==> config.mk <==
export PLATFORM = sky130hd
export DESIGN_NAME = spi_txn_ctrl_flat
export DESIGN_NICKNAME = d
export VERILOG_FILES = /design/src/rtl/spi_txn_if.sv /design/src/rtl/spi_txn_ctrl.sv /design/src/flat_wrapper.sv
export SDC_FILE = /design/constraint.sdc
export NUM_CORES = 1
export LEC_CHECK = 0
export ABC_AREA = 1
export CORE_MARGIN = 8
export CORE_UTILIZATION = 45
export DETAILED_ROUTE_END_ITERATION = 8
export PLACE_DENSITY_LB_ADDON = 0.05
export SLEW_MARGIN = 20
export SYNTH_ARGS = -nofsm -noshare
export SYNTH_HDL_FRONTEND = slang
export SYNTH_SLANG_ARGS = --single-unit
==> constraint.sdc <==
create_clock -name clk -period 2.26 [get_ports clk]
set_clock_uncertainty 0.1 [all_clocks]
set_input_delay 0.452 -clock clk [delete_from_list [all_inputs] [get_ports clk]]
set_output_delay 0.452 -clock clk [all_outputs]
set_load 0.05 [all_outputs]
==> src/rtl/spi_txn_if.sv <==
//==============================================================================
// spi_txn_if : request / SPI-master / response signal bundle for spi_txn_ctrl
// Rev 1.0
//==============================================================================
`default_nettype none

interface spi_txn_if;
    logic        req_valid;
    logic        req_ready;
    logic        req_dev;
    logic [13:0] req_data;
    logic        tx_valid;
    logic [13:0] Data_in;
    logic        CS_Sel;
    logic        rx_ready;
    logic [7:0]  Data_out;
    logic        rsp_valid;
    logic        rsp_ready;
    logic [7:0]  rsp_data;
    logic        rsp_err;
    logic        rsp_dev;
    logic        busy;
    logic [7:0]  xfer_cnt;

    // slave = the controller; master = the environment around it
    modport slave (
        input  req_valid, req_dev, req_data, rx_ready, Data_out, rsp_ready,
        output req_ready, tx_valid, Data_in, CS_Sel, rsp_valid, rsp_data,
               rsp_err, rsp_dev, busy, xfer_cnt
    );

    modport master (
        output req_valid, req_dev, req_data, rx_ready, Data_out, rsp_ready,
        input  req_ready, tx_valid, Data_in, CS_Sel, rsp_valid, rsp_data,
               rsp_err, rsp_dev, busy, xfer_cnt
    );
endinterface

`default_nettype wire

==> src/rtl/spi_txn_ctrl.sv <==
//==============================================================================
// spi_txn_ctrl : single-outstanding SPI transaction sequencer with timeout
// Rev 1.0
//==============================================================================
`default_nettype none

module spi_txn_ctrl #(
    parameter int TIMEOUT = 64
) (
    input  logic      clk,
    input  logic      rst_n,
    spi_txn_if.slave  bus
);

    typedef enum logic [1:0] {
        IDLE      = 2'd0,
        LAUNCH    = 2'd1,
        WAIT_DONE = 2'd2,
        RESP      = 2'd3
    } state_t;

    localparam logic [7:0] TMO_LAST = 8'(TIMEOUT - 1);

    state_t      state;
    state_t      state_nxt;
    logic [7:0]  tmo_cnt;
    logic [13:0] data_in;
    logic        cs_sel;
    logic [7:0]  rsp_data;
    logic        rsp_err;
    logic        rsp_dev;
    logic [7:0]  xfer_cnt;

    logic handshake;
    logic active;
    logic tmo_hit;
    logic done;
    logic abort;

    assign handshake = bus.req_valid && (state == IDLE);
    assign active    = (state == LAUNCH) || (state == WAIT_DONE);
    // >= rather than == so a late LAUNCH exit cannot slip past the limit
    assign tmo_hit   = (tmo_cnt >= TMO_LAST);
    assign done      = (state == WAIT_DONE) && bus.rx_ready;
    assign abort     = active && !done && (state_nxt == RESP);

    always_ff @(posedge clk or negedge rst_n) begin
        if (!rst_n) begin
            state <= IDLE;
        end else begin
            state <= state_nxt;
        end
    end

    always_comb begin
        state_nxt = state;
        case (state)
            IDLE:      if (handshake)          state_nxt = LAUNCH;
            LAUNCH:    if (!bus.rx_ready)      state_nxt = WAIT_DONE;
                       else if (tmo_hit)       state_nxt = RESP;
            WAIT_DONE: if (bus.rx_ready)       state_nxt = RESP;
                       else if (tmo_hit)       state_nxt = RESP;
            RESP:      if (bus.rsp_ready)      state_nxt = IDLE;
            default:                           state_nxt = IDLE;
        endcase
    end

    always_ff @(posedge clk or negedge rst_n) begin
        if (!rst_n) begin
            tmo_cnt  <= 8'd0;
            data_in  <= 14'd0;
            cs_sel   <= 1'b0;
            rsp_data <= 8'd0;
            rsp_err  <= 1'b0;
            rsp_dev  <= 1'b0;
            xfer_cnt <= 8'd0;
        end else begin
            if (handshake) begin
                data_in <= bus.req_data;
                cs_sel  <= bus.req_dev;
                rsp_dev <= bus.req_dev;
                tmo_cnt <= 8'd0;
            end else if (active) begin
                tmo_cnt <= tmo_cnt + 8'd1;
            end

            // completion has priority over a coincident timeout
            if (done) begin
                rsp_data <= bus.Data_out;
                rsp_err  <= 1'b0;
                xfer_cnt <= xfer_cnt + 8'd1;
            end else if (abort) begin
                rsp_data <= 8'h00;
                rsp_err  <= 1'b1;
            end
        end
    end

    assign bus.req_ready = (state == IDLE);
    assign bus.tx_valid  = (state == LAUNCH);
    assign bus.rsp_valid = (state == RESP);
    assign bus.busy      = (state != IDLE);
    assign bus.Data_in   = data_in;
    assign bus.CS_Sel    = cs_sel;
    assign bus.rsp_data  = rsp_data;
    assign bus.rsp_err   = rsp_err;
    assign bus.rsp_dev   = rsp_dev;
    assign bus.xfer_cnt  = xfer_cnt;

endmodule

`default_nettype wire

==> src/flat_wrapper.sv <==
// flat-port wrapper written by rule: the top's interface ports become plain ports
module spi_txn_ctrl_flat 
#(
    parameter int TIMEOUT = 64
)
  (clk, rst_n, bus_req_valid, bus_req_dev, bus_req_data, bus_rx_ready, bus_Data_out, bus_rsp_ready, bus_req_ready, bus_tx_valid, bus_Data_in, bus_CS_Sel, bus_rsp_valid, bus_rsp_data, bus_rsp_err, bus_rsp_dev, bus_busy, bus_xfer_cnt);
  spi_txn_if bus_i ();
  input  logic clk;
  input  logic rst_n;
  input wire logic [$bits(bus_i.req_valid)-1:0] bus_req_valid;
  input wire logic [$bits(bus_i.req_dev)-1:0] bus_req_dev;
  input wire logic [$bits(bus_i.req_data)-1:0] bus_req_data;
  input wire logic [$bits(bus_i.rx_ready)-1:0] bus_rx_ready;
  input wire logic [$bits(bus_i.Data_out)-1:0] bus_Data_out;
  input wire logic [$bits(bus_i.rsp_ready)-1:0] bus_rsp_ready;
  output wire logic [$bits(bus_i.req_ready)-1:0] bus_req_ready;
  output wire logic [$bits(bus_i.tx_valid)-1:0] bus_tx_valid;
  output wire logic [$bits(bus_i.Data_in)-1:0] bus_Data_in;
  output wire logic [$bits(bus_i.CS_Sel)-1:0] bus_CS_Sel;
  output wire logic [$bits(bus_i.rsp_valid)-1:0] bus_rsp_valid;
  output wire logic [$bits(bus_i.rsp_data)-1:0] bus_rsp_data;
  output wire logic [$bits(bus_i.rsp_err)-1:0] bus_rsp_err;
  output wire logic [$bits(bus_i.rsp_dev)-1:0] bus_rsp_dev;
  output wire logic [$bits(bus_i.busy)-1:0] bus_busy;
  output wire logic [$bits(bus_i.xfer_cnt)-1:0] bus_xfer_cnt;
  assign bus_i.req_valid = bus_req_valid;
  assign bus_i.req_dev = bus_req_dev;
  assign bus_i.req_data = bus_req_data;
  assign bus_i.rx_ready = bus_rx_ready;
  assign bus_i.Data_out = bus_Data_out;
  assign bus_i.rsp_ready = bus_rsp_ready;
  assign bus_req_ready = bus_i.req_ready;
  assign bus_tx_valid = bus_i.tx_valid;
  assign bus_Data_in = bus_i.Data_in;
  assign bus_CS_Sel = bus_i.CS_Sel;
  assign bus_rsp_valid = bus_i.rsp_valid;
  assign bus_rsp_data = bus_i.rsp_data;
  assign bus_rsp_err = bus_i.rsp_err;
  assign bus_rsp_dev = bus_i.rsp_dev;
  assign bus_busy = bus_i.busy;
  assign bus_xfer_cnt = bus_i.xfer_cnt;
  spi_txn_ctrl #(.TIMEOUT(TIMEOUT)) u_core (.clk(clk), .rst_n(rst_n), .bus(bus_i));
endmodule
# == Word level (Yosys, flattened, before mapping) ==
# Index checks and enable logic that the tools add are counted.
# Widths: inputs -> output; s select.
# word_totals
elab_cells,36
out_inout_bits,37
inputBits,28
register_bits,42
# classes
muxes,12
add_sub_neg,2
n_reduce_logical,10
eq_ne,4
magnitude_cmp,1
# op_table
cell,count
$mux 8,4
$add 8x1->8 const B,2
$mux 2,5
$ge 8x6->1 const B,1
$pmux 2 s4,1
$eq 2x2->1 const B,3
$reduce_bool 2->1,3
$logic_and 1x1->1,4
$eq 2x1->1 const B,1
$logic_not 2->1,1
$mux 1,2
$logic_not 1->1,1
$logic_or 1x1->1,1

# == Depth between registers and ports, before layout ==
# Gate-level depths: netlist of run 1.
# depth
depth_word,8
mapped_depth,10
depth_no_buf,10

# == Least setup slack after synthesis of run 1 ==
# No wires, ideal clock.
# synth_timing
path_type,register -> register
from,register u_core.state[0]
to,"register u_core.rsp_data[1], in the netlist u_core.bus.rsp_data[1]"
slack_ns,0.005
t_required_ns,2.040
stages_incl_launch_ff,10
period_less_slack_ns,2.255
t_arrival_ns,2.035
n_path_buf,0
setup_ns,0.120
path_cell_list,dfrtp_1 -> inv_1 -> ha_1 -> inv_1 -> nand2_1 -> a21oi_1 -> a21oi_4 -> nand3_4 -> nand3_1 -> nand2_1
# synth_between
elab_chain_cells,7
elab_cells_between_ends,19
cone_classes,eq/ne (4); mux (7); reduce/logical (8)
# synth_lines
item,line_no,rtl
from (decl),spi_txn_ctrl.sv:24,state_t state;
from (signal assigned),spi_txn_ctrl.sv:51,state <= state_nxt;
$logic_not 2->1 *,--,
named net bus_req_ready,flat_wrapper.sv:16,output wire logic [$bits(bus_i.req_ready)-1:0] bus_req_ready;
$logic_and 1x1->1,spi_txn_ctrl.sv:40,assign handshake = bus.req_valid && (state == IDLE);
$mux 2,spi_txn_ctrl.sv:58,IDLE: if (handshake) state_nxt = LAUNCH;
$pmux 2 s4 *,spi_txn_ctrl.sv:57,case (state)
named net u_core.state_nxt[1],spi_txn_ctrl.sv:25,state_t state_nxt;
$eq 2x2->1 *,spi_txn_ctrl.sv:45,assign abort = active && !done && (state_nxt == RESP);
$logic_and 1x1->1 *,spi_txn_ctrl.sv:45,
$reduce_bool 2->1 (no source line) *,--,
to (signal assigned),spi_txn_ctrl.sv:89,rsp_data <= bus.Data_out;
to (decl),spi_txn_ctrl.sv:29,logic [7:0] rsp_data;
# The timed path passes the listed nets; every way through them passes the cells marked *.
# A chain may end at the register's enable or synchronous reset.

# == Worst setup path in the final report of run 1 ==
# layout_timing
from,"register u_core.xfer_cnt[3], in the netlist u_core.bus.xfer_cnt[3]"
to,output port bus_xfer_cnt[3]
# layout_lines
item,line_no,rtl
from (decl),spi_txn_ctrl.sv:32,logic [7:0] xfer_cnt;
from (signal assigned),spi_txn_ctrl.sv:91,xfer_cnt <= xfer_cnt + 8'd1;
to (decl),flat_wrapper.sv:25,output wire logic [$bits(bus_i.xfer_cnt)-1:0] bus_xfer_cnt;
# No word-level cell between the ends.

==> results of run 1 <==
## layout make-up
cell class,instances,area share
Tap cell,50,0.0231
Inverter,18,0.0250
Clock inverter,1,0.00185
Clock buffer,7,0.0319
Timing Repair Buffer,70,0.254
Sequential cell,42,0.389
Multi-Input combinational cell,147,0.276
## flip-flops by register name (all words and copies together) (netlist names)
| signal | flops |
|---|---|
| u_core.bus.Data_in | 14 |
| u_core.state | 2 |
| u_core.bus.rsp_data | 8 |
| u_core.bus.rsp_err | 1 |
| u_core.tmo_cnt | 8 |
| u_core.bus.CS_Sel | 1 |
| u_core.bus.xfer_cnt | 8 |
## kinds of logic (layout without fill, tap and decap cells)
| group | Yosys count | in the layout | share of synthesized area |
|---|---|---|---|
| adder cells (fa/ha/maj) | 6 | 6 | 0.0396 |
| flip-flops | 42 | 42 | 0.554 |
| XOR/XNOR | 7 | 7 | 0.0323 |
| AO/OA/AOI/OAI | 17 | 17 | 0.0567 |
| AND/OR/NAND/NOR | 117 | 117 | 0.265 |
| buffers and inverters | 24 | 96 | 0.0528 |
## power by group
part | switching, mW | leakage [nW] | internal, mW
Sequential | 0.201 | 0.534 | 1.05
Combinational | 1.71 | 0.776 | 0.844
Clock | 0.244 | 0.0482 | 0.246
## cells in the final DEF (no fill, tap or decap), drive strengths merged, types with 2 or more instances in the layout
cell type,n
ha,6
nor2,13
clkdlybuf4s50,59
a21oi,8
o21ai,6
clkbuf,7
xnor2,3
inv,18
xor2,4
nor3,2
buf,10
dfrtp,42
nand2,87
nand3,13
## stage by stage
step                      cell area [µm²]  hold WS (ns)  setup WS, ns  instances
final                                2700         0.379         0.156        335
after global routing                 2700         0.401        0.0955        335
after CTS                            2700         0.382         0.133        335
after detailed placement             2600         0.256         0.194        326
after global placement               2600         0.259         0.217        326
after floorplan                      1900        0.0564       0.00474        213
## how the worst min path moves through the flow
stage	endpoint	from	cells past startpoint
6_report	u_core.bus.Data_in[4]	u_core.bus.Data_in[4]	2
5_1_grt	u_core.bus.xfer_cnt[7]	u_core.bus.xfer_cnt[7]	1
4_1_cts	u_core.bus.xfer_cnt[7]	u_core.bus.xfer_cnt[7]	1
3_5_place_dp	u_core.tmo_cnt[7]	rst_n	1
3_3_place_gp	u_core.tmo_cnt[6]	rst_n	1
2_1_floorplan	u_core.bus.CS_Sel	rst_n	0
## per-layer routing
metal / global-route usage / wire length [µm]
met1: 0.167 / 1960
met2: 0.237 / 2070
met3: 0.0574 / 333
met4: 0.0482 / 44
met5: 0 / 0
==> results.toml, run 1 <==
[outcome]
outcome = "complete, no violations"

[clock_tree]
clock_latency_ns = 0.29
cts_tree = "yes"
post_cts_resized = 0
h-tree-depth = 2
postCtsHoldBufs = 1
root_buffer = "clkbuf_8"
cts.sinks = 42
clkTransAtPathRegs_ns = 0.07
numCtsBuffers = 5
post_cts_buffers = 0
cts_buffer_depth = 2

[worst_setup_path]
critPathMaxStageDelay_ns = 0.84
cp-startpoint = "u_core.bus.xfer_cnt[3]"
start_kind = "register"
crit_type = "register to primary output"
cp.depth = 1
cp_num_buf_inv = 1
rr_endpoint = "u_core.tmo_cnt[7]"
rrSetupSlack_ns = 0.45
worstPathArrival_ns = 1.55
critical-path-slowest-cell = "clkdlybuf4s50_1"
r2r-start = "u_core.state[1]"
ff2ff_path_depth = 9
cp-end-kind = "primary output"
crit_fanout = 5
cp-endpoint = "bus_xfer_cnt[3]"
crit_family = "buffers and inverters"
critical_path.cell_chain = "clkdlybuf4s50_1"
required_ns = 1.71

[sta]
tightest_slew_ns = 0.547
max_freq_mhz = 475
rsz0062_at_grt = "no"
slew_violations = 0
hold_viol = 0
tns_ns = 0
setup_viol = 0
slew_headroom = 0.634
fin_crit_ns = 2.10
period_share = 0.931

[logic_synthesis]
syn-num-nets = 247
ys_top_cells_by_count = "84 x nand2_1, 42 x dfrtp_1, 18 x inv_1"
postSynthCellCount = 213
yosysSeqAreaShare = 0.554
ys_warn_count = 0
yosysMostFrequentCell = "nand2_1"
synth-edff-count = 0
netlist.area_leader.share = 0.554
ys_ff_latch = 42
synth_area_leaders = "dfrtp_1 55%, nand2_1 17%, ha_1 4.0%"
synth_flop_cell = "dfrtp_1"
postSynthAreaPerCell_um2 = 8.91
yosys.area.top_type = "dfrtp_1"
async_reset_ff_frac = 1.00
ys_types = 27
synth_area_mm2 = 0.00190

[floorplan]
top_level_ports = 65
dieArea_mm2 = 0.00655
coreArea_mm2 = 0.00403
rows = 23
initial_utilization = 0.471
die_w_um = 80.9
die_h_um = 80.9

[pwr]
vdd_ir_drop_max_mv = 0.772
p_total_mw = 4.29
power_leakage_nw = 1.36
power.density_mw_per_mm2 = 1590

[drt]
wl_per_cell_um = 13.2
vias = 1568
ant_nets = 0
viasPerCell = 4.68
wirelength_um = 4410
first_pass_iters = 4
first_iter_violations = 55
drc_errors = 0

[grt]
grt_pass1_wl_um = 7420
grt_util_all_layers = 0.144
overflow = 0
first_global_vias = 1661
antenna_found_initial = 0
grt_max_degree = 31

[layout]
n_fill_cell = 342
area_growth_pct = 42.5
nets = 318
regArea_mm2 = 0.00105
num_antenna_cells = 0
drive_gt1_frac = 0.0947
final_util = 0.671
multi_input_area_um2 = 746

[place]
port_buffers = 64
gp_congestion = 0.765
place_hpwl_um = 3350

[min_path]
min_path_type = "register to register"

[run]
cap_violations = 0
Note: power is estimated with default switching activity, not from simulation.
==> run 2, diff against run 1 <==
--- a/config.mk
+++ b/config.mk
@@ -6,8 +6,9 @@
 export NUM_CORES = 1
 export LEC_CHECK = 0
 export ABC_AREA = 1
-export CORE_MARGIN = 8
+export CORE_MARGIN = 2
 export CORE_UTILIZATION = 45
+export CTS_CLUSTER_SIZE = 8
 export DETAILED_ROUTE_END_ITERATION = 8
 export PLACE_DENSITY_LB_ADDON = 0.05
 export SLEW_MARGIN = 20
==> run 2 against run 1 <==
  * Sequential power about the same
  * Global-route usage up 4.3 points
  * Total power down 1.0%
  * Worst setup slack better by 0.033 ns
  * Critical endpoint unchanged
  * Highest routed layer unchanged
==> results.toml, run 2 (synthesis gave the netlist of run 1 again) <==
[sta]
slew_headroom = 0.641
slew_violations = 0
rsz0062_at_grt = "no"
hold_viol = 0
whs_ns = 0.0415
fin_crit_ns = 2.07
setup_viol = 0
tightest_slew_ns = 0.539
max_freq_mhz = 483
tns_ns = 0
period_share = 0.916

[grt]
grt_util_all_layers = 0.187
grt_max_degree = 25
overflow = 0
grt_pass1_wl_um = 6680
first_global_vias = 1534
antenna_found_initial = 0

[layout]
n_fill_cell = 334
drive_gt1_frac = 0.0919
largest_register_ff_count = 14
layout_common_cells = "84 x nand2_1, 59 x clkdlybuf4s50_1, 42 x dfrtp_1"
num_antenna_cells = 0
layout_commonest_cell = "nand2_1"
area_growth_pct = 42.2
final_cells = 333
nets = 318

[pwr]
vdd_ir_drop_max_mv = 0.929
power.density_mw_per_mm2 = 1570
power_leakage_nw = 1.37

[clock_tree]
cts_tree = "yes"
cts.sinks = 42
postCtsHoldBufs = 0
post_cts_buffers = 0
clock_latency_ns = 0.28
cts_buffer_depth = 2
numCtsBuffers = 5
root_buffer = "clkbuf_8"
h-tree-depth = 2
clkTransAtPathRegs_ns = 0.07

[drt]
ant_nets = 0
first_iter_violations = 63
vias = 1554
viasPerCell = 4.67
drc_errors = 0
wl_per_cell_um = 11.9
wirelength_um = 3950
first_pass_iters = 4

[worst_setup_path]
crit_type = "register to primary output"
required_ns = 1.71
rrSetupSlack_ns = 0.45
rr_endpoint = "u_core.bus.xfer_cnt[7]"
cp.depth = 1
critical-path-slowest-cell = "clkdlybuf4s50_1"
ff2ff_path_depth = 7
cp-startpoint = "u_core.bus.xfer_cnt[3]"
cp_num_buf_inv = 1
critPathMaxStageDelay_ns = 0.83
worstPathArrival_ns = 1.52
cp-end-kind = "primary output"
critical_path.cell_chain = "clkdlybuf4s50_1"
cp-endpoint = "bus_xfer_cnt[3]"
start_kind = "register"
r2r-start = "u_core.state[0]"
crit_fanout = 5
crit_family = "buffers and inverters"

[floorplan]
die_h_um = 68.9
die_w_um = 68.9
initial_utilization = 0.471
dieArea_mm2 = 0.00475
coreArea_mm2 = 0.00403
rows = 23
top_level_ports = 65

[place]
place_hpwl_um = 2980
dp_cells = 327
port_buffers = 64
gp_congestion = 0.710

[min_path]
min_path_type = "input port to asynchronous set/reset pin"

[run]
cap_violations = 0

[outcome]
outcome = "complete, no violations"
## run 2: changes by cell type in the layout (fill, tap and decap cells not counted), sizes merged
cell | before | now
dlymetal6s2s | 0 | 1
clkbuf | 7 | 6
clkinv | 1 | 0
dlygate4sd3 | 1 | 0
## run 2: worst min-delay path by stage
stage	startpoint	endpoint	slack, ns	depth (start not counted)
3_5_place_dp	u_core.bus.Data_in[12]	u_core.bus.Data_in[12]	0.36	2
2_1_floorplan	rst_n	u_core.bus.CS_Sel	0.06	0
5_1_grt	rst_n	u_core.tmo_cnt[5]	0.08	1
3_3_place_gp	u_core.bus.Data_in[4]	u_core.bus.Data_in[4]	0.36	2
4_1_cts	rst_n	u_core.tmo_cnt[5]	0.06	1
6_report	rst_n	u_core.tmo_cnt[7]	0.04	1
## run 2: report_power, final
| group | switching [mW] | leakage, nW | internal (mW) |
|---|---|---|---|
| Combinational | 1.68 | 0.790 | 0.846 |
| Clock | 0.226 | 0.0431 | 0.235 |
| Sequential | 0.208 | 0.534 | 1.05 |
| Total | 2.12 | 1.37 | 2.13 |
## run 2: area by class of cell
class                      count  area, µm²  area share
clock buffer                   6       82.6      0.0306
inverter                      18       67.6      0.0250
multi-input combinational    147        746       0.276
sequential                    42       1050       0.390
tap                           50       62.6      0.0232
timing repair buffer          70        688       0.255
## run 2: repair_timing
action,in CTS,in global routing
setup endpoints to repair,0,1
hold endpoints to repair,0,0
gates resized for setup,0,1
## run 2: metrics by stage
stage | setup slack, ns | util | total power [mW] | area, µm²
after floorplan | 0.00474 | - | 3.00 | 1900
after global placement | 0.175 | 0.648 | 3.79 | 2610
after detailed placement | 0.127 | 0.648 | 3.82 | 2610
after CTS | 0.0241 | 0.669 | 4.30 | 2700
after global routing | 0.137 | 0.670 | 4.53 | 2700
final | 0.190 | 0.670 | 4.25 | 2700
## run 2: metal layers
layer	global-route usage	vias up	wire length, µm
met5	0	-	0
met4	0.0441	0	28
met3	0.0422	4	215
met2	0.303	37	1840
met1	0.257	713	1870
li1	-	800	-
==> run 3, diff against run 2 <==
--- a/config.mk
+++ b/config.mk
@@ -15,3 +15,4 @@
 export SYNTH_ARGS = -nofsm -noshare
 export SYNTH_HDL_FRONTEND = slang
 export SYNTH_SLANG_ARGS = --single-unit
+export TNS_END_PERCENT = 50
==> constraint.sdc (replaced) <==
create_clock -name clk -period 2.2 [get_ports clk]
set_clock_uncertainty 0.1 [all_clocks]
set_input_delay 0.44 -clock clk [delete_from_list [all_inputs] [get_ports clk]]
set_output_delay 0.44 -clock clk [all_outputs]
set_load 0.05 [all_outputs]
==> run 3 against run 2 <==
  * Register-to-register slack got worse by 0.09 ns
  * Routed wire length rose by 1.7%
  * Combinational power is 2% higher
  * Via count rose by 0.64%
  * Utilization grew 0.22 points
  * Cell area up 0.32%
  * Critical path type unchanged
==> results.toml, run 3 (synthesis gave the netlist of run 1 again) <==
[outcome]
outcome = "complete, no violations"

[grt]
overflow = 0
first_global_vias = 1478
grt_max_degree = 27
grt_util_all_layers = 0.184
grt_pass1_wl_um = 6400
antenna_found_initial = 0

[pwr]
combPwrFrac = 0.577
vdd_ir_drop_max_mv = 0.918
p_switching_mw = 2.21
power_leakage_nw = 1.36
power_frac_clock = 0.133
p_sw_frac = 0.492
pwr-share-seq = 0.289
p_total_mw = 4.48
power.density_mw_per_mm2 = 1660
internal_power_mw = 2.28

[layout]
largest_register_ff_count = 14
num_antenna_cells = 0
final_util = 0.672
drive_gt1_frac = 0.0989
n_fill_cell = 345
nets = 316
final_cells = 333
layout_common_cells = "84 x nand2_1, 59 x clkdlybuf4s50_1, 42 x dfrtp_1"
layout_commonest_cell = "nand2_1"
area_growth_pct = 42.7

[worst_setup_path]
critical_path.cell_chain = "clkdlybuf4s50_1"
cp-end-kind = "primary output"
start_kind = "register"
crit_type = "register to primary output"
crit_family = "buffers and inverters"
required_ns = 1.66
critical-path-slowest-cell = "clkdlybuf4s50_1"
crit_fanout = 5
worstPathArrival_ns = 1.58
critPathMaxStageDelay_ns = 0.84
cp_num_buf_inv = 1

[sta]
fin_crit_ns = 2.12
rsz0062_at_grt = "no"
period_share = 0.964
max_freq_mhz = 471
slew_headroom = 0.594
tns_ns = 0
whs_ns = 0.0484
tightest_slew_ns = 0.610
hold_viol = 0
setup_viol = 0
slew_violations = 0

[clock_tree]
postCtsHoldBufs = 0
cts_buffer_depth = 2
post_cts_resized = 0
root_buffer = "clkbuf_8"
clock_latency_ns = 0.30
h-tree-depth = 2
clkTransAtPathRegs_ns = 0.08
cts.sinks = 42
cts_tree = "yes"
numCtsBuffers = 5
post_cts_buffers = 0

[drt]
wirelength_um = 4020
wl_per_cell_um = 12.1
vias = 1564
viasPerCell = 4.70
drc_errors = 0
wl_met3_um = 254
ant_nets = 0
first_iter_violations = 65
wl_met2_um = 1810
dr.max_layer_used = "met4"
wl_met1_um = 1900
first_pass_iters = 5

[min_path]
min_path_type = "input port to asynchronous set/reset pin"

[floorplan]
die_h_um = 68.9
top_level_ports = 65
die_w_um = 68.9
dieArea_mm2 = 0.00475
initial_utilization = 0.471
rows = 23
coreArea_mm2 = 0.00403

[place]
place_hpwl_um = 2920
dp_cells = 325
gp_congestion = 0.687
port_buffers = 64

[run]
cap_violations = 0
## run 3: cell types whose count changed in the layout (fill, tap and decap cells not counted), sizes merged
cell and change:
bufinv +1, buf -1, clkbuf -1, dlymetal6s2s -1, clkinv +2
## run 3: final cells by class
cell class | count | area, µm² | area share
clock buffer | 5 | 68.8 | 0.0254
clock inverter | 3 | 40.0 | 0.0148
inverter | 18 | 67.6 | 0.0250
multi-input combinational | 147 | 748 | 0.276
sequential | 42 | 1050 | 0.388
tap | 50 | 62.6 | 0.0231
timing repair buffer | 68 | 668 | 0.247
## run 3: power groups by stage
| stage | Sequential, mW | Combinational, mW | Clock [mW] |
|---|---|---|---|
| after CTS | 1.30 | 2.62 | 0.617 |
| after global routing | 1.34 | 2.77 | 0.650 |
| final | 1.30 | 2.59 | 0.598 |
| after floorplan | 2.11 | 0.983 | 0 |
| after detailed placement | 1.30 | 2.62 | 0 |
| after global placement | 1.30 | 2.59 | 0 |
## run 3: metal layers
metal  global-route usage  up-vias
met5                    0        -
met4               0.0662        0
met3               0.0649        5
met2                0.288       42
met1                0.235      721
li1                     -      796
## run 3: per-stage QoR
| stage | worst slack [ns] | cell area (µm²) |
|---|---|---|
| 5_1_grt | 0.0351 | 2710 |
| 3_5_place_dp | 0.116 | 2600 |
| 3_3_place_gp | 0.149 | 2600 |
| 2_1_floorplan | 0.178 | 1900 |
| 4_1_cts | 0.0691 | 2710 |
| 6_report | 0.0781 | 2710 |
## run 3: worst paths after layout
path,from,to,slack (ns),cells past startpoint
worst max-delay path,u_core.bus.xfer_cnt[3],bus_xfer_cnt[3],0.08,1
worst min-delay path,rst_n,u_core.bus.rsp_data[7],0.05,1
worst max register to register,u_core.state[1],u_core.tmo_cnt[7],0.36,9
worst min register to register,u_core.bus.xfer_cnt[7],u_core.bus.xfer_cnt[7],0.37,1
max in group asynchronous,rst_n,u_core.bus.Data_in[13],1.31,2
min in group clk,u_core.bus.xfer_cnt[7],u_core.bus.xfer_cnt[7],0.37,1
